$ cat src/rtl/alu_pkg.sv
// Shared encodings for the ALU execute controller: instruction fields, ALU opcodes, PSR layout, FSM states.
// ALU_EXEC_CTRL_ILLEGAL_TRAP_EN adds the HALT state used by the illegal-instruction trap.
package alu_pkg;

  localparam logic [3:0] OP_REG   = 4'b0000;
  localparam logic [3:0] OP_ADDI  = 4'b0101;
  localparam logic [3:0] OP_ADDUI = 4'b0110;
  localparam logic [3:0] OP_ADDCI = 4'b0111;
  localparam logic [3:0] OP_SHIFT = 4'b1000;
  localparam logic [3:0] OP_SUBI  = 4'b1001;
  localparam logic [3:0] OP_CMPI  = 4'b1011;

  localparam logic [3:0] EXT_AND   = 4'b0001;
  localparam logic [3:0] EXT_OR    = 4'b0010;
  localparam logic [3:0] EXT_XOR   = 4'b0011;
  localparam logic [3:0] EXT_ADD   = 4'b0101;
  localparam logic [3:0] EXT_ADDU  = 4'b0110;
  localparam logic [3:0] EXT_ADDC  = 4'b0111;
  localparam logic [3:0] EXT_SUB   = 4'b1001;
  localparam logic [3:0] EXT_CMP   = 4'b1011;
  localparam logic [3:0] EXT_CMPU  = 4'b1111;
  localparam logic [3:0] EXT_LSHI0 = 4'b0000;
  localparam logic [3:0] EXT_LSHI1 = 4'b0001;
  localparam logic [3:0] EXT_LSH   = 4'b0100;

  localparam logic [7:0] ALU_OP_SUB  = 8'h09;
  localparam logic [7:0] ALU_OP_CMP  = 8'h0B;
  localparam logic [7:0] ALU_OP_LSHI = 8'h80;
  localparam logic [7:0] ALU_OP_LSH  = 8'h84;

  localparam int unsigned PSR_Z = 4;
  localparam int unsigned PSR_C = 3;
  localparam int unsigned PSR_F = 2;
  localparam int unsigned PSR_N = 1;
  localparam int unsigned PSR_L = 0;

  localparam logic [1:0] BSEL_REG  = 2'd0;
  localparam logic [1:0] BSEL_IMM8 = 2'd1;
  localparam logic [1:0] BSEL_IMM4 = 2'd2;

  typedef enum logic [2:0] {
    ST_IDLE,
    ST_DECODE,
    ST_EXEC,
`ifdef ALU_EXEC_CTRL_ILLEGAL_TRAP_EN
    ST_HALT,
`endif
    ST_WB
  } state_e;

  function automatic logic is_nop_ext(input logic [3:0] ext);
    return ext inside {4'b0000, 4'b1010, [4'b1100:4'b1110]};
  endfunction

endpackage

$ cat src/rtl/alu_exec_decode.sv
// Combinational instruction decode: maps op_hi/op_ext onto the ALU opcode, B-operand source
// and the writeback/PSR side effects.
module alu_exec_decode
  import alu_pkg::*;
(
  input  logic [3:0] op_hi_i,
  input  logic [3:0] op_ext_i,
  output logic [7:0] alu_opcode_o,
  output logic [1:0] imm_sel_o,
  output logic       sign_ext_o,
  output logic       writes_rf_o,
  output logic       updates_psr_o,
  output logic       illegal_o
);

  always_comb begin
    alu_opcode_o  = {op_hi_i, op_ext_i};
    imm_sel_o     = BSEL_REG;
    sign_ext_o    = 1'b0;
    writes_rf_o   = 1'b1;
    updates_psr_o = 1'b1;
    illegal_o     = 1'b0;

    case (op_hi_i)
      OP_REG: begin
        if (is_nop_ext(op_ext_i)) begin
          writes_rf_o   = 1'b0;
          updates_psr_o = 1'b0;
        end else if (op_ext_i == EXT_CMP || op_ext_i == EXT_CMPU) begin
          writes_rf_o = 1'b0;
        end
      end
      OP_ADDI, OP_ADDCI: begin
        imm_sel_o  = BSEL_IMM8;
        sign_ext_o = 1'b1;
      end
      OP_ADDUI: imm_sel_o = BSEL_IMM8;
      OP_SUBI: begin
        alu_opcode_o = ALU_OP_SUB;
        imm_sel_o    = BSEL_IMM8;
        sign_ext_o   = 1'b1;
      end
      OP_CMPI: begin
        alu_opcode_o = ALU_OP_CMP;
        imm_sel_o    = BSEL_IMM8;
        sign_ext_o   = 1'b1;
        writes_rf_o  = 1'b0;
      end
      OP_SHIFT: begin
        if (op_ext_i == EXT_LSHI0 || op_ext_i == EXT_LSHI1) begin
          alu_opcode_o = ALU_OP_LSHI;
          imm_sel_o    = BSEL_IMM4;
        end else if (op_ext_i == EXT_LSH) begin
          alu_opcode_o = ALU_OP_LSH;
        end else begin
          illegal_o = 1'b1;
        end
      end
      default: illegal_o = 1'b1;
    endcase

    if (illegal_o) begin
      alu_opcode_o  = '0;
      writes_rf_o   = 1'b0;
      updates_psr_o = 1'b0;
    end
  end

endmodule

$ cat src/rtl/alu_exec_ctrl.sv
// Four-cycle decode/execute sequencer in front of the 16-bit ALU; owns the PSR.
// ALU_EXEC_CTRL_ILLEGAL_TRAP_EN: illegal instructions halt the controller until reset.
module alu_exec_ctrl
  import alu_pkg::*;
#(
  parameter int unsigned DATA_W = 16,
  parameter int unsigned REG_AW = 4,
  parameter int unsigned FLAG_W = 5
) (
  input  logic              clk,
  input  logic              reset,
  input  logic              instr_valid,
  output logic              instr_ready,
  input  logic [15:0]       instr,
  output logic [REG_AW-1:0] rf_raddr_a,
  output logic [REG_AW-1:0] rf_raddr_b,
  input  logic [DATA_W-1:0] rf_rdata_a,
  input  logic [DATA_W-1:0] rf_rdata_b,
  output logic              rf_we,
  output logic [REG_AW-1:0] rf_waddr,
  output logic [DATA_W-1:0] rf_wdata,
  output logic [7:0]        alu_opcode,
  output logic [DATA_W-1:0] alu_a,
  output logic [DATA_W-1:0] alu_b,
  output logic              alu_cin,
  input  logic [DATA_W-1:0] alu_c,
  input  logic [FLAG_W-1:0] alu_flags,
  output logic [FLAG_W-1:0] psr,
  output logic              busy,
  output logic              illegal
);

  state_e              state_q;
  logic [15:0]         instr_q;
  logic [7:0]          alu_opcode_q;
  logic [DATA_W-1:0]   alu_a_q;
  logic [DATA_W-1:0]   alu_b_q;
  logic [DATA_W-1:0]   alu_b_d;
  logic                alu_cin_q;
  logic                rf_we_q;
  logic [FLAG_W-1:0]   psr_q;

  logic [7:0]          dec_opcode;
  logic [1:0]          dec_imm_sel;
  logic                dec_sign_ext;
  logic                dec_writes_rf;
  logic                dec_updates_psr;
  logic                dec_illegal;

  alu_exec_decode u_decode (
    .op_hi_i       (instr_q[15:12]),
    .op_ext_i      (instr_q[7:4]),
    .alu_opcode_o  (dec_opcode),
    .imm_sel_o     (dec_imm_sel),
    .sign_ext_o    (dec_sign_ext),
    .writes_rf_o   (dec_writes_rf),
    .updates_psr_o (dec_updates_psr),
    .illegal_o     (dec_illegal)
  );

  always_comb begin
    alu_b_d = rf_rdata_b;
    case (dec_imm_sel)
      BSEL_IMM8: alu_b_d = dec_sign_ext ? {{(DATA_W-8){instr_q[7]}}, instr_q[7:0]}
                                        : {{(DATA_W-8){1'b0}}, instr_q[7:0]};
      BSEL_IMM4: alu_b_d = {{(DATA_W-4){1'b0}}, instr_q[3:0]};
      default:   ;
    endcase
  end

`ifdef ALU_EXEC_CTRL_ILLEGAL_TRAP_EN
  logic illegal_q;
`endif

  always_ff @(posedge clk or posedge reset) begin
    if (reset) begin
      state_q      <= ST_IDLE;
      instr_q      <= '0;
      alu_opcode_q <= '0;
      alu_a_q      <= '0;
      alu_b_q      <= '0;
      alu_cin_q    <= 1'b0;
      rf_we_q      <= 1'b0;
      psr_q        <= '0;
`ifdef ALU_EXEC_CTRL_ILLEGAL_TRAP_EN
      illegal_q    <= 1'b0;
`endif
    end else begin
      case (state_q)
        ST_IDLE: begin
          if (instr_valid) begin
            instr_q <= instr;
            state_q <= ST_DECODE;
          end
        end
        ST_DECODE: state_q <= ST_EXEC;
        ST_EXEC: begin
          alu_a_q      <= rf_rdata_a;
          alu_b_q      <= alu_b_d;
          alu_opcode_q <= dec_opcode;
          alu_cin_q    <= psr_q[PSR_C];
          // Write enable is registered here so it is already high for the whole WB cycle.
          rf_we_q      <= dec_writes_rf;
`ifdef ALU_EXEC_CTRL_ILLEGAL_TRAP_EN
          if (dec_illegal) begin
            illegal_q <= 1'b1;
            state_q   <= ST_HALT;
          end else begin
            state_q   <= ST_WB;
          end
`else
          state_q      <= ST_WB;
`endif
        end
        ST_WB: begin
          rf_we_q <= 1'b0;
          if (dec_updates_psr && !dec_illegal) psr_q <= alu_flags;
          state_q <= ST_IDLE;
        end
`ifdef ALU_EXEC_CTRL_ILLEGAL_TRAP_EN
        ST_HALT: state_q <= ST_HALT;
`endif
        default: state_q <= ST_IDLE;
      endcase
    end
  end

  assign instr_ready = (state_q == ST_IDLE);
  assign busy        = (state_q != ST_IDLE);
  assign rf_raddr_a  = instr_q[11:8];
  assign rf_raddr_b  = instr_q[3:0];
  assign rf_we       = rf_we_q;
  assign rf_waddr    = instr_q[11:8];
  assign rf_wdata    = alu_c;
  assign alu_opcode  = alu_opcode_q;
  assign alu_a       = alu_a_q;
  assign alu_b       = alu_b_q;
  assign alu_cin     = alu_cin_q;
  assign psr         = psr_q;
`ifdef ALU_EXEC_CTRL_ILLEGAL_TRAP_EN
  assign illegal     = illegal_q;
`else
  assign illegal     = 1'b0;
`endif

endmodule

$ cat config.mk
export PLATFORM = sky130hd
export DESIGN_NAME = alu_exec_ctrl
export DESIGN_NICKNAME = d
export VERILOG_FILES = /design/src/rtl/alu_pkg.sv /design/src/rtl/alu_exec_decode.sv /design/src/rtl/alu_exec_ctrl.sv
export SDC_FILE = /design/constraint.sdc
export NUM_CORES = 1
export LEC_CHECK = 0
export CORE_MARGIN = 2
export CORE_UTILIZATION = 41
export CTS_CLUSTER_DIAMETER = 100
export CTS_CLUSTER_SIZE = 20
export DETAILED_ROUTE_END_ITERATION = 10
export GPL_TIMING_DRIVEN = 0
export PLACE_DENSITY_LB_ADDON = 0.15
export SYNTH_ARGS = -nofsm -noshare
export SYNTH_HDL_FRONTEND = slang
export SYNTH_SLANG_ARGS = --single-unit
$ cat constraint.sdc
create_clock -name clk -period 2.7 [get_ports clk]
set_input_delay 0.405 -clock clk [delete_from_list [all_inputs] [get_ports clk]]
set_output_delay 0.405 -clock clk [all_outputs]
set_load 0.1 [all_outputs]
Yosys cells after proc, flatten, opt, wreduce, memory -nomap -nowiden:

Index checks and enable logic that the tools add are counted.

* $lt $le $gt $ge: 2
* eq/ne operators: 17
* multiplexer cells: 22
* reduce and logical (&&, ||, !) cells: 16

Operator list (number)
* case mux 16 bit (2 select lines): 1
* equality test 4 bit (second input constant): 6
* two-way mux 8 bit: 3
* case mux 8 bit (3 select lines): 1
* equality test 4 x 3 -> 1 bit (second input constant): 4
* two-way mux 16 bit: 1
* two-way mux 1 bit: 9
* case mux 3 bit (3 select lines): 1
* zero test 4 bit: 2
* equality test 3 x 2 -> 1 bit (second input constant): 2
* case mux 1 bit (2 select lines): 3
* nonzero test 3 bit: 2
* OR reduction 6 bit: 1
* OR reduction 5 bit: 1
* equality test 4 x 1 -> 1 bit (second input constant): 1
* greater-or-equal comparator 4 bit (second input constant): 1
* less-or-equal comparator 4 bit (second input constant): 1
* case mux 2 bit (2 select lines): 1
* AND reduction 2 bit: 2
* OR reduction 4 bit: 1
* equality test 3 x 1 -> 1 bit (second input constant): 1
* zero test 3 bit: 1
* two-way mux 3 bit: 1
* equality test 2 x 1 -> 1 bit (second input constant): 1
* 7 further kinds: 9

* register bits after elaboration: 66
* input bits: 72
* output and inout port bits: 78

Longest topological paths before layout:

* word-level depth: 8
* mapped depth: 9

Cells and area by module:

From an unflattened synthesis, not the netlist that was laid out.

* cell total of the unflattened synthesis: 282
* area, all modules: 3275.6 µm²

By module, submodules not included
* alu_exec_ctrl: instances 1, cells each 224, area each 2880.3 µm², seq. area each 1626.6 µm²
* alu_exec_decode: instances 1, cells each 58, area each 395.4 µm², seq. area each 0.0 µm²

Worst setup path before layout:

No wires, ideal clock.

* path kind: register to register
* from: reg state_q[0]
* to: reg state_q[1]
* setup time: 0.158 ns
* arrival time: 2.412 ns
* required time: 2.542 ns
* path slack: 0.131 ns
* cell stages (with the launch flop): 6
* clock period less this slack: 2.569 ns
* cells stage by stage: dfrtp_1 inv_1 ha_1 inv_1 o21ai_0 o31ai_1

* word-level cells in the longest chain between the ends: 2
* elaborated cells between the ends (all ways): 5
* classes of those cells: eq/ne (3); mux (1); reduce/logical (1)

RTL lines
* start: declaration: RTL line alu_exec_ctrl.sv:33 `state_e state_q;`
* start signal: assignment: RTL line alu_exec_ctrl.sv:77 `state_q <= ST_IDLE;`
* start signal: assignment: RTL line alu_exec_ctrl.sv:93 `state_q <= ST_DECODE;`
* start signal: assignment: RTL line alu_exec_ctrl.sv:96 `ST_DECODE: state_q <= ST_EXEC;`
* zero test 3 bit *
* named net instr_ready: RTL line alu_exec_ctrl.sv:13 `output logic instr_ready,`
* case mux 3 bit (3 select lines) / != test 2 bit (equally long branches)

Mark *: on every way through the listed nets, which the timed path passes. The rest lies on a longest branch.
A chain may end at the register's enable or synchronous reset.

Final worst setup path:

* from: reg instr_q[2]
* to: out rf_raddr_b[2]

RTL lines
* start: declaration: RTL line alu_exec_ctrl.sv:34 `logic [15:0] instr_q;`
* start signal: assignment: RTL line alu_exec_ctrl.sv:92 `instr_q <= instr;`
* end: declaration: RTL line alu_exec_ctrl.sv:16 `output logic [REG_AW-1:0] rf_raddr_b,`

No word-level cell between the ends.

==> impl_results.html <==
<table>
<tr><th>Metric</th><th>Value</th></tr>
<tr><th colspan="2">Detailed routing</th></tr>
<tr><td>DRC Markers</td><td>0</td></tr>
<tr><td>Post-detailed-routing wire length</td><td>7.33 mm</td></tr>
<tr><td>Remaining antenna violation count</td><td>0</td></tr>
<tr><td>First DRT Iteration DRCs</td><td>103</td></tr>
<tr><td>First-pass detailed-route iteration total</td><td>5</td></tr>
<tr><td>Via count</td><td>2,515</td></tr>
<tr><td>Wire length per cell after detailed routing</td><td>14.2 um</td></tr>
<tr><td>Via density per instance</td><td>4.88</td></tr>
<tr><th colspan="2">Logic synthesis</th></tr>
<tr><td>Synth Flop Type</td><td>dfrtp_1</td></tr>
<tr><td>Avg Inst Size Synth</td><td>11.4 sq um</td></tr>
<tr><td>Area fraction of the dominant cell type after synthesis</td><td>0.533</td></tr>
<tr><td>EDFF count, synth</td><td>0</td></tr>
<tr><td>Post-synthesis cell type with the largest combined area</td><td>dfrtp_1</td></tr>
<tr><td>Top cells by count, synth</td><td>dfrtp_1 (65), mux2_2 (40), buf_4 (31), nor2_1 (29), a21oi_1 (27)</td></tr>
<tr><td>Async set or reset register ratio after synthesis</td><td>1.00</td></tr>
<tr><td>Fraction of the yosys area taken by sequential cells</td><td>0.533</td></tr>
<tr><td>Unique cell type count in the Yosys netlist</td><td>31</td></tr>
<tr><td>Synthesized instance count</td><td>268</td></tr>
<tr><td>Count of synthesis-stage warnings from yosys</td><td>0</td></tr>
<tr><td>Cell with the most instances after synthesis</td><td>dfrtp_1</td></tr>
<tr><td>Number of storage elements in the synthesis netlist</td><td>65</td></tr>
<tr><td>Cells taking the most area after synthesis</td><td>dfrtp_1 (53%), mux2_2 (15%), buf_4 (7.6%)</td></tr>
<tr><td>Mapped Area</td><td>0.00305 sq mm</td></tr>
<tr><td>Synthesized Nets</td><td>345</td></tr>
<tr><th colspan="2">Clock network</th></tr>
<tr><td>Clk Latency, worst-skew pair</td><td>0.34 ns</td></tr>
<tr><td>Post-CTS setup-driven buffer insertion count</td><td>0</td></tr>
<tr><td>Worst-case clock buffer depth</td><td>2</td></tr>
<tr><td>Clock-pin slew reported for the worst setup and hold paths after clock tree synthesis</td><td>0.07 ns</td></tr>
<tr><td>Number of clock buffers inserted by TritonCTS</td><td>9</td></tr>
<tr><td>Resized Gates After CTS</td><td>0</td></tr>
<tr><td>CTS tree</td><td>done</td></tr>
<tr><td>Htree depth</td><td>3</td></tr>
<tr><td>CTS Root Buffer Type</td><td>clkbuf_8</td></tr>
<tr><td>Sinks on Clock Net</td><td>65</td></tr>
<tr><td>Quantity of hold-fixing buffers added after cts</td><td>0</td></tr>
<tr><th colspan="2">Worst setup path</th></tr>
<tr><td>Kind of end point of the critical path</td><td>primary output</td></tr>
<tr><td>Largest fanout of any net on the critical path</td><td>3</td></tr>
<tr><td>Data arrival, critical path</td><td>1.97 ns</td></tr>
<tr><td>Element type at the critical path start</td><td>flop</td></tr>
<tr><td>Required time of the worst setup path</td><td>2.30 ns</td></tr>
<tr><td>Cells on worst reg2reg path</td><td>6</td></tr>
<tr><td>Kind of critical path</td><td>flop to primary output</td></tr>
<tr><th colspan="2">Place</th></tr>
<tr><td>Port-buffer cells</td><td>132</td></tr>
<tr><td>Worst slack at placement</td><td>0.389 ns</td></tr>
<tr><td>Final GP Congestion</td><td>0.776</td></tr>
<tr><td>Number of cells after detailed placement</td><td>500</td></tr>
<tr><td>Post-Place Cell Area</td><td>0.00451 sq mm</td></tr>
<tr><td>HPWL Detailed</td><td>5.47 mm</td></tr>
<tr><th colspan="2">Floorplan</th></tr>
<tr><td>Starting utilization of the core area</td><td>0.423</td></tr>
<tr><td>Chip Width</td><td>90.2 um</td></tr>
<tr><td>Floorplan die area</td><td>0.00814 sq mm</td></tr>
<tr><td>Vert. Die Dim</td><td>90.2 um</td></tr>
<tr><td>Count of standard-cell rows</td><td>31</td></tr>
<tr><td>Count of boundary I/O pins</td><td>150</td></tr>
<tr><td>Area of the core</td><td>0.00721 sq mm</td></tr>
<tr><th colspan="2">Final layout</th></tr>
<tr><td>Fin area</td><td>0.00471 sq mm</td></tr>
<tr><td>Final-layout fill cell count</td><td>613</td></tr>
<tr><td>Antenna cell count</td><td>0</td></tr>
<tr><td>Count of non-filler cells in the finished layout</td><td>515</td></tr>
<tr><td>Area growth from synthesis to final layout</td><td>54.6%</td></tr>
<tr><td>NumNets Final</td><td>489</td></tr>
<tr><td>Proportion of layout cells with a drive suffix above 1</td><td>0.226</td></tr>
<tr><th colspan="2">Timing</th></tr>
<tr><td>Final max-slew violation count</td><td>0</td></tr>
<tr><td>Final worst clock skew</td><td>0.00924 ns</td></tr>
<tr><td>Final Hold Slack</td><td>0.430 ns</td></tr>
<tr><td>Unrepaired setup endpoints after global routing</td><td>false</td></tr>
<tr><td>Headroom to the max-slew limit</td><td>0.327</td></tr>
<tr><td>Max Freq</td><td>421 MHz</td></tr>
<tr><td>Post-layout min period</td><td>2.37 ns</td></tr>
<tr><td>Hold violation total from the final report</td><td>0</td></tr>
<tr><td>Tightest Pin Transition</td><td>1.01 ns</td></tr>
<tr><td>Final period utilization</td><td>0.879</td></tr>
<tr><td>Final worst slack</td><td>0.327 ns</td></tr>
<tr><td>Total of endpoints with negative setup slack in the final report</td><td>0</td></tr>
<tr><th colspan="2">GRT</th></tr>
<tr><td>Total global routing overflow</td><td>0</td></tr>
<tr><td>First-pass GRT wire length</td><td>12.2 mm</td></tr>
<tr><td>Number of antenna violations at the first check in global routing</td><td>0</td></tr>
<tr><td>Pin count of the biggest net entering global routing</td><td>41</td></tr>
<tr><td>GRT Util Overall</td><td>0.189</td></tr>
<tr><td>Vias in the first global route</td><td>2,568</td></tr>
<tr><th colspan="2">Flow run</th></tr>
<tr><td>MaxCap Viol Count</td><td>0</td></tr>
<tr><th colspan="2">Min path</th></tr>
<tr><td>Class of the tightest hold or removal check</td><td>input port to async pin</td></tr>
<tr><th colspan="2">Status</th></tr>
<tr><td>Status</td><td>complete, no violations</td></tr>
</table>
-- flip-flops by register name, indices dropped and copies added (netlist names) --
signal and flops:
psr 5, alu_a 16, alu_opcode 8, instr_q 16, alu_b 16, rf_we 1, alu_cin 1, state_q 2
-- layout by cell type, fill, tap and decap left out, types with 7 or more instances in the layout --
| cell type | instances |
|---|---|
| clkdlybuf4s50_1 | 130 |
| dfrtp_1 | 65 |
| mux2_2 | 40 |
| buf_4 | 31 |
| nor2_1 | 29 |
| a21oi_1 | 27 |
| nand2_1 | 15 |
| clkbuf_1 | 11 |
| clkbuf_8 | 11 |
| inv_1 | 7 |
-- per-stage QoR --
| stage | utilization | TNS [ns] |
|---|---|---|
| finish | 0.653 | 0 |
| global route | 0.653 | 0 |
| CTS | 0.653 | 0 |
| detailed placement | 0.626 | 0 |
| global placement | 0.623 | -34.13 |
| floorplan | - | 0 |
-- kinds of logic after synthesis --
| group | share of synthesized area |
|---|---|
| other cells | 0.00123 |
| compound gates | 0.117 |
| fa+ha+maj | 0.0205 |
| flops | 0.533 |
| simple gates | 0.0812 |
| mux | 0.148 |
| buf+inv | 0.0985 |
-- critical path, cell delays in order (launching register included) --
cell and delay, ns:
dfrtp_1 0.38, buf_4 0.12, clkdlybuf4s50_1 1.13
-- cell type report --
cell class / instances / area (sq um) / area share
clock buffer: 12 / 155 / 0.0329
buffer: 41 / 270 / 0.0573
sequential: 65 / 1630 / 0.345
inverter: 8 / 30.0 / 0.00637
tap: 99 / 124 / 0.0263
clock inverter: 3 / 40.0 / 0.00849
multi-input combinational: 154 / 1120 / 0.238
timing repair buffer: 133 / 1350 / 0.286
-- layer usage --
| metal | vias to the layer above | global-route usage | part of all wire |
|---|---|---|---|
| met1 | 1204 | 0.239 | 0.43 |
| met4 | 0 | 0.0910 | 0.020 |
| met5 | - | 0 | 0 |
| met3 | 13 | 0.0495 | 0.071 |
| li1 | 1191 | - | - |
| met2 | 107 | 0.302 | 0.48 |
-- path summary, 6_finish.rpt --
check	startpoint	end	slack (ns)
setup / recovery	instr_q[2]	rf_raddr_b[2]	0.33
hold / removal	reset	alu_a[3]	0.43
setup reg to reg	instr_q[14]	alu_b[12]	0.51
hold reg to reg	alu_opcode[0]	alu_opcode[0]	0.50
max in group asynchronous	reset	instr_q[15]	1.66
min in group clk	alu_opcode[0]	alu_opcode[0]	0.50
Power is left out: the tool's default activity adds up to more than one toggle a clock period on the data nets, which glitch-free logic cannot reach.
